===== config.mk =====
export PLATFORM = sky130hd
export DESIGN_NAME = cv32e40p_irq_source_ctrl
export DESIGN_NICKNAME = d
export VERILOG_FILES = /design/src/rtl/cv32e40p_pkg.sv /design/src/rtl/cv32e40p_irq_src_sync.sv /design/src/rtl/cv32e40p_irq_source_ctrl.sv
export SDC_FILE = /design/constraint.sdc
export NUM_CORES = 1
export LEC_CHECK = 0
export ABC_CLOCK_PERIOD_IN_PS = 2550
export BUFFER_PORTS_ARGS = -buffer_cell sky130_fd_sc_hd__buf_2
export CORE_MARGIN = 2
export CORE_UTILIZATION = 40
export DETAILED_ROUTE_END_ITERATION = 6
export GPL_TIMING_DRIVEN = 1
export PLACE_DENSITY = 0.64
export SYNTH_ARGS = -nofsm -noshare
export SYNTH_HDL_FRONTEND = slang
export SYNTH_HIERARCHICAL = 1
export SYNTH_SLANG_ARGS = --single-unit

===== constraint.sdc =====
create_clock -name clk_i -period 2.55 [get_ports clk_i]
set_clock_uncertainty 0.1 [all_clocks]
set_input_delay 0.255 -clock clk_i [delete_from_list [all_inputs] [get_ports clk_i]]
set_output_delay 0.255 -clock clk_i [all_outputs]
set_load 0.02 [all_outputs]

===== src/rtl/cv32e40p_pkg.sv =====
// Shared definitions for the interrupt source controller register port:
// byte offsets of each register and the word-index enum decoded from addr[4:2].
package cv32e40p_pkg;

    localparam logic [4:0] IRQ_PENDING_OFS = 5'h00;
    localparam logic [4:0] IRQ_ENABLE_OFS  = 5'h04;
    localparam logic [4:0] IRQ_EDGE_OFS    = 5'h08;
    localparam logic [4:0] IRQ_SET_OFS     = 5'h0C;
    localparam logic [4:0] IRQ_ACTIVE_OFS  = 5'h10;
    localparam logic [4:0] IRQ_LASTID_OFS  = 5'h14;

    typedef enum logic [2:0] {
        IRQ_REG_PENDING = IRQ_PENDING_OFS[4:2],
        IRQ_REG_ENABLE  = IRQ_ENABLE_OFS[4:2],
        IRQ_REG_EDGE    = IRQ_EDGE_OFS[4:2],
        IRQ_REG_SET     = IRQ_SET_OFS[4:2],
        IRQ_REG_ACTIVE  = IRQ_ACTIVE_OFS[4:2],
        IRQ_REG_LASTID  = IRQ_LASTID_OFS[4:2],
        IRQ_REG_RSVD0   = 3'd6,
        IRQ_REG_RSVD1   = 3'd7
    } irq_reg_e;

endpackage


===== src/rtl/cv32e40p_irq_src_sync.sv =====
// Per-line two-flop synchronizer for asynchronous peripheral interrupt lines.
// Both stages clear on the synchronous active-low reset.
module cv32e40p_irq_src_sync #(
    parameter int WIDTH = 32
) (
    input  logic             clk_i,
    input  logic             rst_ni,
    input  logic [WIDTH-1:0] d_i,
    output logic [WIDTH-1:0] q_o
);

    logic [WIDTH-1:0] meta_q;
    logic [WIDTH-1:0] sync_q;

    always_ff @(posedge clk_i) begin
        if (!rst_ni) begin
            meta_q <= '0;
            sync_q <= '0;
        end else begin
            meta_q <= d_i;
            sync_q <= meta_q;
        end
    end

    assign q_o = sync_q;

endmodule


===== src/rtl/cv32e40p_irq_source_ctrl.sv =====
// Interrupt source controller driving the core irq_i vector: edge/level pending
// latches, software enable mask and a zero-wait register port. Optional input
// synchronizer enabled by defining CV32E40P_IRQ_SRC_SYNC_EN.
module cv32e40p_irq_source_ctrl
    import cv32e40p_pkg::*;
#(
    parameter int          NUM_IRQ    = 32,
    parameter logic [31:0] ENABLE_RST = 32'h0,
    parameter logic [31:0] EDGE_RST   = 32'hFFFF_FFFF
) (
    input  logic        clk_i,
    input  logic        rst_ni,
    input  logic [31:0] irq_src_i,
    output logic [31:0] irq_o,
    input  logic        irq_ack_i,
    input  logic [4:0]  irq_id_i,
    input  logic        reg_sel_i,
    input  logic        reg_we_i,
    input  logic [3:0]  reg_be_i,
    input  logic [4:0]  reg_addr_i,
    input  logic [31:0] reg_wdata_i,
    output logic [31:0] reg_rdata_o
);

    // Mask of source lines below NUM_IRQ.
    localparam logic [31:0] IRQ_MASK = 32'hFFFF_FFFF >> (32 - NUM_IRQ);

    logic [31:0] src;
    logic [31:0] src_q;
    logic [31:0] pending_q;
    logic [31:0] enable_q;
    logic [31:0] edge_q;
    logic [31:0] lastid_q;

    logic [31:0] wmask;
    logic [31:0] wbits;
    logic        wr_en;
    irq_reg_e    word;
    logic [31:0] set_vec;
    logic [31:0] clr_vec;
    logic [31:0] pending_nxt;
    wire         unused_addr = ^reg_addr_i[1:0];

`ifdef CV32E40P_IRQ_SRC_SYNC_EN
    logic [31:0] src_sync;

    cv32e40p_irq_src_sync #(
        .WIDTH (32)
    ) u_src_sync (
        .clk_i  (clk_i),
        .rst_ni (rst_ni),
        .d_i    (irq_src_i),
        .q_o    (src_sync)
    );

    assign src = src_sync & IRQ_MASK;
`else
    assign src = irq_src_i & IRQ_MASK;
`endif

    assign wmask = {{8{reg_be_i[3]}}, {8{reg_be_i[2]}}, {8{reg_be_i[1]}}, {8{reg_be_i[0]}}};
    assign wbits = reg_wdata_i & wmask & IRQ_MASK;
    assign wr_en = reg_sel_i & reg_we_i;
    assign word  = irq_reg_e'(reg_addr_i[4:2]);

    always_comb begin
        set_vec = src & ~src_q;
        clr_vec = '0;
        if (wr_en && word == IRQ_REG_SET) begin
            set_vec = set_vec | wbits;
        end
        if (wr_en && word == IRQ_REG_PENDING) begin
            clr_vec = wbits;
        end
        if (irq_ack_i && (32'(irq_id_i) < NUM_IRQ)) begin
            clr_vec = clr_vec | (32'h1 << irq_id_i);
        end
        // Set wins over a simultaneous clear; level lines simply follow the source.
        pending_nxt = ((edge_q & (set_vec | (pending_q & ~clr_vec))) | (~edge_q & src)) & IRQ_MASK;
    end

    always_ff @(posedge clk_i) begin
        if (!rst_ni) begin
            src_q     <= '0;
            pending_q <= '0;
            enable_q  <= ENABLE_RST & IRQ_MASK;
            edge_q    <= EDGE_RST & IRQ_MASK;
            lastid_q  <= '0;
        end else begin
            src_q     <= src;
            pending_q <= pending_nxt;
            if (wr_en && word == IRQ_REG_ENABLE) begin
                enable_q <= (enable_q & ~wmask) | wbits;
            end
            if (wr_en && word == IRQ_REG_EDGE) begin
                edge_q <= (edge_q & ~wmask) | wbits;
            end
            if (irq_ack_i) begin
                lastid_q <= {1'b1, 26'd0, irq_id_i};
            end
        end
    end

    assign irq_o = pending_q & enable_q & IRQ_MASK;

    always_comb begin
        reg_rdata_o = '0;
        if (reg_sel_i && !reg_we_i) begin
            case (word)
                IRQ_REG_PENDING: reg_rdata_o = pending_q;
                IRQ_REG_ENABLE:  reg_rdata_o = enable_q;
                IRQ_REG_EDGE:    reg_rdata_o = edge_q;
                IRQ_REG_ACTIVE:  reg_rdata_o = pending_q & enable_q;
                IRQ_REG_LASTID:  reg_rdata_o = lastid_q;
                default:         reg_rdata_o = '0;
            endcase
        end
    end

endmodule


==> results_dict.tcl, run 1 <==
set metrics [dict create \
    yosys_most_used_dff "dfxtp_1" \
    ir_worst_vdd_mv 0.489 \
    path_depth 7 \
    areaGrowthSynthToFinish_pct 29.0 \
    syn_area_um2 6840 \
    status "finished clean" \
    cts_sinks 134 \
    synth_most_common_cell "nand2_1" \
    yosys_warnings 6 \
    cpPeakStageDelay_ps 330 \
    gr-total-overflow 0 \
    drive_above_1_share_pct 21.2 \
    hold_class "input port to flip-flop" \
    synthCells 823 \
    cts_buffers 17 \
    vias_per_cell 5.51 \
    slowest_stage "buf_2" \
    clk_pin_slew_worst_paths_ps 50 \
    endpoint "reg_rdata_o[17]" \
    synth_edf_count 0 \
    p_leak_uw 0.00369 \
    clockBufferDepth 2 \
    finalHoldViolCount 0 \
    final_nets 1094 \
    rsz0062_at_grt "no" \
    setup_ws_ps 426 \
    reg2reg_depth 3 \
    synth_seq_cells 134 \
    drt-initial-drc-count 548 \
    async_flop_share_pct 0 \
    rows 47 \
    synth_common_cells "150 x nand2_1, 134 x dfxtp_1, 68 x nand3_1" \
    grt_pass1_vias 6412 \
    vias 6874 \
    place_hpwl_um 15300 \
    die_y_um 135 \
    worst_pin_slew_ps 565 \
    place.gp.congestion 0.814 \
    h-tree-depth 4 \
    syn_nets 906 \
    ioPinCount 147 \
    post-cts-setup-buffer-count 0 \
    drc 0 \
    synth_area_leaders "dfxtp_1 39%, nand2_1 8.2%, and2_1 6.1%, nand3_1 5.0%, a311o_1 4.7%" \
    cap_violations 0 \
    detail-route-antenna-nets 0 \
    synth_seq_area_share_pct 39.2 \
    startpoint_type "input port" \
    synth_area_per_cell_um2 8.31 \
    synth_area_leader_cell "dfxtp_1" \
    first_pass_iters 5 \
    grt_start_max_net_pins 53 \
    cts_tree "done" \
    postLayoutCoreUtil_pct 53.0 \
    cp_max_fo 16 \
    place_ws_ps 422 \
    setup.worst_path.start "reg_addr_i[2]" \
    cpMostUsedCell "buf_2" \
    grt_first_pass_wirelength_um 34100 \
    finalSetupViolations 0 \
    root_buffer "clkbuf_16" \
    wl_um 21900 \
    die_w_um 135 \
    numPortBuffers 144 \
    fmax_ghz 0.471 \
    worst-path-buf-inv 3 \
    slew_headroom_pct 62.3 \
    r2r-end "pending_q[31]$_SDFF_PN0_" \
    core-area_um2 16600 \
    finalCritPeriodShare_pct 83.3 \
    critPathArrivalTime_ps 1770 \
    period_minus_slack_ps 2120 \
    finalPower_uw 5160 \
    worstSetupEndpointType "output port" \
    drv_slew 0 \
    synth_top_area_share_pct 39.2 \
    critPathRequiredTime_ps 2190 \
    cp_cell_sequence "buf_2 > and2b_1 > buf_4 > o21ai_0 > a21o_1 > a21oi_1 > buf_2" \
    fin_tns_setup_ps 0 \
    power_density_nw_per_um2 585 \
    ff2ff_setup_slack_ps 1390 \
    start_util_pct 41.1 \
    grt_use_total_pct 24.2 \
    clk_latency_ps 420 \
    die_area_um2 18100 \
    path_class "input port to output port" \
    synth.distinct_cells 36 \
    critPathTopFamily "buffers and inverters" \
    antenna_found_initial 3 \
    avgRoutedWirePerCell_um 17.5 \
]
==> stage by stage <==
step	cell area [um^2]	std cells	hold slack, ps
after global routing	8810	1245	5.19
final	8820	1247	5.04
after floorplan	6840	823	279
after detailed placement	7770	1162	358
after CTS	8810	1244	0.554
after global placement	7770	1162	352
==> power breakdown <==
| part | leakage (uW) | internal (uW) | switching, uW | total, uW |
|---|---|---|---|---|
| clock network | 0.000276 | 1370 | 903 | 2280 |
| registers | 0.00110 | 2190 | 66.9 | 2260 |
| logic | 0.00231 | 293 | 333 | 627 |
==> worst min-delay path, cell delays in order <==
cell and delay [ps]:
buf_2 120, nand2_1 50, nand3_1 70
==> cells in the final DEF, fill, tap and decap left out, drive strengths merged, types with 2 or more instances in the layout <==
master	netlist	routed
nand2b	2	2
nor2	5	5
nand2	150	150
clkinv	0	9
and2	71	71
a21o	26	26
o211ai	32	32
buf	31	176
clkbuf	26	21
mux2i	10	10
dlygate4sd3	0	50
a311o	32	32
nand3	68	68
dfxtp	134	134
a211o	6	6
diode	0	3
and3	9	9
a21boi	33	33
o21ai	59	59
a21oi	38	38
nor3	3	3
a221oi	32	32
nor3b	5	5
a22oi	6	6
nor2b	39	39
==> metal layers <==
metal / track usage (%) / vias up / wire length [um]
li1: - / 3370 / -
met1: 31.9 / 3235 / 9790
met2: 39.9 / 239 / 10300
met3: 4.77 / 30 / 1360
met4: 7.54 / 0 / 426
met5: 0 / - / 0
==> final cells by class <==
class | instances | area [um^2]
Sequential cell | 134 | 2680
Clock buffer | 21 | 460
Clock inverter | 11 | 82.6
Tap cell | 220 | 275
Multi-Input combinational cell | 631 | 3820
Inverter | 1 | 3.75
Antenna cell | 3 | 7.51
Timing Repair Buffer | 226 | 1490
Fill cell | 1624 | 7820
==> worst min-delay path by stage <==
stage | start | to | cells after the start
after global routing | reg_wdata_i[14] | flip-flop | 3
final | reg_wdata_i[11] | flip-flop | 3
after CTS | reg_wdata_i[16] | flip-flop | 3
after floorplan | reg_wdata_i[31] | flip-flop | 2
after detailed placement | flip-flop | flip-flop | 2
after global placement | lastid_q[31]$_SDFFE_PN0P_ | lastid_q[31]$_SDFFE_PN0P_ | 1
==> kinds of logic after synthesis <==
family / after synthesis / share of synthesized area [%]
DFF: 134 / 39.2
buffers and inverters: 58 / 4.89
muxes: 10 / 1.46
AOI/OAI and AO/OA: 265 / 27.4
and+or+nand+nor: 356 / 27.0
==> timing repair <==
| item | 4_1_cts | 5_1_grt |
|---|---|---|
| endpoints found under the hold margin | 59 | 0 |
| resized for setup | 0 | 0 |
| hold buffers | 50 | 0 |
Power figures use the tool's default switching activity.
==> inputs of run 2 (changes only) <==
Settings changed: ABC_CLOCK_PERIOD_IN_PS 2550 to 1700, PLACE_DENSITY 0.64 to 0.66.
Clock period 2.55 ns to 1.7 ns, I/O delays scaled along.
==> run 2 against run 1 <==
The flow now finishes with violations (setup timing). Utilization up 8.1 points. Non-clock buffer count up 83. Die area unchanged. Power is 68% higher. Clock power grew 77%. Cell count increased by 6.6%. Worst hold slack improved by 42 ps. Sequential power up 50%. Sequential cell count unchanged. Clock-buffer cell count unchanged. First-iteration DRC count did not move. Setup slack worse by 460 ps.
==> results_dict.tcl, run 2 (synthesis results as in run 1) <==
set metrics [dict create \
    status "finished, violations left" \
    violations "setup timing" \
    die_y_um 135 \
    final_cells 1329 \
    die_w_um 135 \
    setup_ws_ps -38.4 \
    cts_buffers 17 \
    h-tree-depth 4 \
    period_minus_slack_ps 1740 \
    layout_commonest_cell "nand2_1" \
    worstSetupEndpointType "output port" \
    cts_sinks 134 \
    ir_worst_vdd_mv 0.746 \
    slew_headroom_pct 72.2 \
    cts_tree "done" \
    die_area_um2 18100 \
    ff2ff_setup_slack_ps 490 \
    avgRoutedWirePerCell_um 17.3 \
    final_area_um2 10200 \
    clk_latency_ps 430 \
    nFillCells 1476 \
    finalSetupViolations 3 \
    post_dp_cell_area_um2 8240 \
    grt_pass1_vias 6675 \
    place_ws_ps -10.3 \
    detail-route-antenna-nets 0 \
    numPortBuffers 144 \
    rows 47 \
    power_density_nw_per_um2 851 \
    postLayoutCoreUtil_pct 61.1 \
    start_util_pct 41.1 \
    clk_pin_slew_worst_paths_ps 60 \
    drt-initial-drc-count 548 \
    drv_slew 0 \
    finalCritPeriodShare_pct 102 \
    mostFrequentLayoutCells "150 x nand2_1, 111 x buf_2, 100 x buf_4, 92 x dfxtp_1, 68 x nand3_1" \
    ioPinCount 147 \
    vias_per_cell 5.41 \
    path_class "flip-flop to output port" \
    final_nets 1177 \
    grt_first_pass_wirelength_um 35200 \
    antenna_found_initial 2 \
    vias 7194 \
    hold-path-cell-count 3 \
    cp_max_fo 2 \
    areaGrowthSynthToFinish_pct 48.7 \
    root_buffer "clkbuf_16" \
    fmax_ghz 0.575 \
    drive_above_1_share_pct 34.3 \
    worst_pin_slew_ps 416 \
    holdPathEnd "lastid_q[4]$_SDFFE_PN0P_" \
    startpoint_type "flip-flop" \
    rsz0062_at_grt "yes" \
    gr-total-overflow 0 \
    drc 0 \
    clockBufferDepth 2 \
    finalHoldViolCount 0 \
    place_hpwl_um 15300 \
    first_pass_iters 7 \
    p_leak_uw 0.00420 \
    r2r_start "pending_q[10]$_SDFF_PN0_" \
    place.gp.congestion 0.821 \
    hp-start "irq_id_i[4]" \
    reg2reg_depth 5 \
    cap_violations 0 \
    core-area_um2 16600 \
    grt_start_max_net_pins 48 \
    wl_um 23100 \
    hold_ws_ps 46.6 \
    critPathRequiredTime_ps 1430 \
    critPathArrivalTime_ps 1470 \
    r2r-end "pending_q[10]$_SDFF_PN0_" \
    dp_cells 1202 \
    grt_use_total_pct 25.0 \
    hold_class "input port to flip-flop" \
]
## run 2: changes by cell type in the layout (fill, tap and decap cells not counted), sizes merged
| cell | before | now |
|---|---|---|
| bufinv | 1 | 4 |
| clkinvlp | 1 | 6 |
| inv | 1 | 0 |
| diode | 3 | 2 |
| clkinv | 9 | 2 |
| dlygate4sd3 | 50 | 67 |
| buf | 176 | 242 |
## run 2: worst max-delay path, cell delays in order (launching register included)
cell and delay [ps]:
dfxtp_2 330, nor2b_4 130, o21ai_1 80, a21o_1 210, a21oi_2 140, buf_4 150
## run 2: layer usage
layer / share of wire [%] / track usage [%] / vias up
met5: 0 / 0 / -
met4: 1.7 / 7.25 / 0
met3: 5.1 / 5.26 / 33
met2: 48 / 41.5 / 216
met1: 45 / 32.8 / 3407
li1: - / - / 3538
## run 2: worst max-delay path by stage
stage | slack [ps] | cells past startpoint | endpoint | startpoint
2_1_floorplan | 6 | 7 | reg_rdata_o[4] | reg_addr_i[2]
3_5_place_dp | -10 | 6 | pending_q[31]$_SDFF_PN0_ | reg_addr_i[4]
6_report | -40 | 5 | reg_rdata_o[10] | pending_q[10]$_SDFF_PN0_
5_1_grt | -90 | 5 | reg_rdata_o[22] | pending_q[22]$_SDFF_PN0_
3_3_place_gp | 6 | 8 | reg_rdata_o[4] | reg_addr_i[4]
4_1_cts | -8 | 5 | reg_rdata_o[14] | pending_q[14]$_SDFF_PN0_
## run 2: stage by stage
step                      power [uW]  setup TNS (ps)
after floorplan                 3940               0
after global placement          4360               0
after detailed placement        4370           -16.5
after CTS                       8590           -20.4
after global routing            8950           -1490
final                           8650           -46.5
## run 2: final cells by class
cell class | instances | area (um^2) | share of cell area, %
Timing Repair Buffer | 309 | 2460 | 24.2
Tap cell | 220 | 275 | 2.71
Sequential cell | 134 | 2740 | 26.9
Multi-Input combinational cell | 631 | 4030 | 39.7
Clock inverter | 11 | 171 | 1.69
Clock buffer | 21 | 480 | 4.73
Inverter | 1 | 7.51 | 0.0738
Antenna cell | 2 | 5.00 | 0.0492
## run 2: report_power, final
group          switching [uW]  total [uW]  internal [uW]  leakage [uW]
combinational             584        1220            631       0.00278
clock                    1430        4040           2610      0.000304
sequential               94.6        3400           3310       0.00111
## run 2: timing repair
action / 4_1_cts / 5_1_grt
hold endpoints to repair: 132 / 0
gates resized for setup: 104 / 60
hold buffers: 67 / 0
setup endpoints to repair: 32 / 37
pin swaps: 28 / 27
buffers inserted: 11 / 15
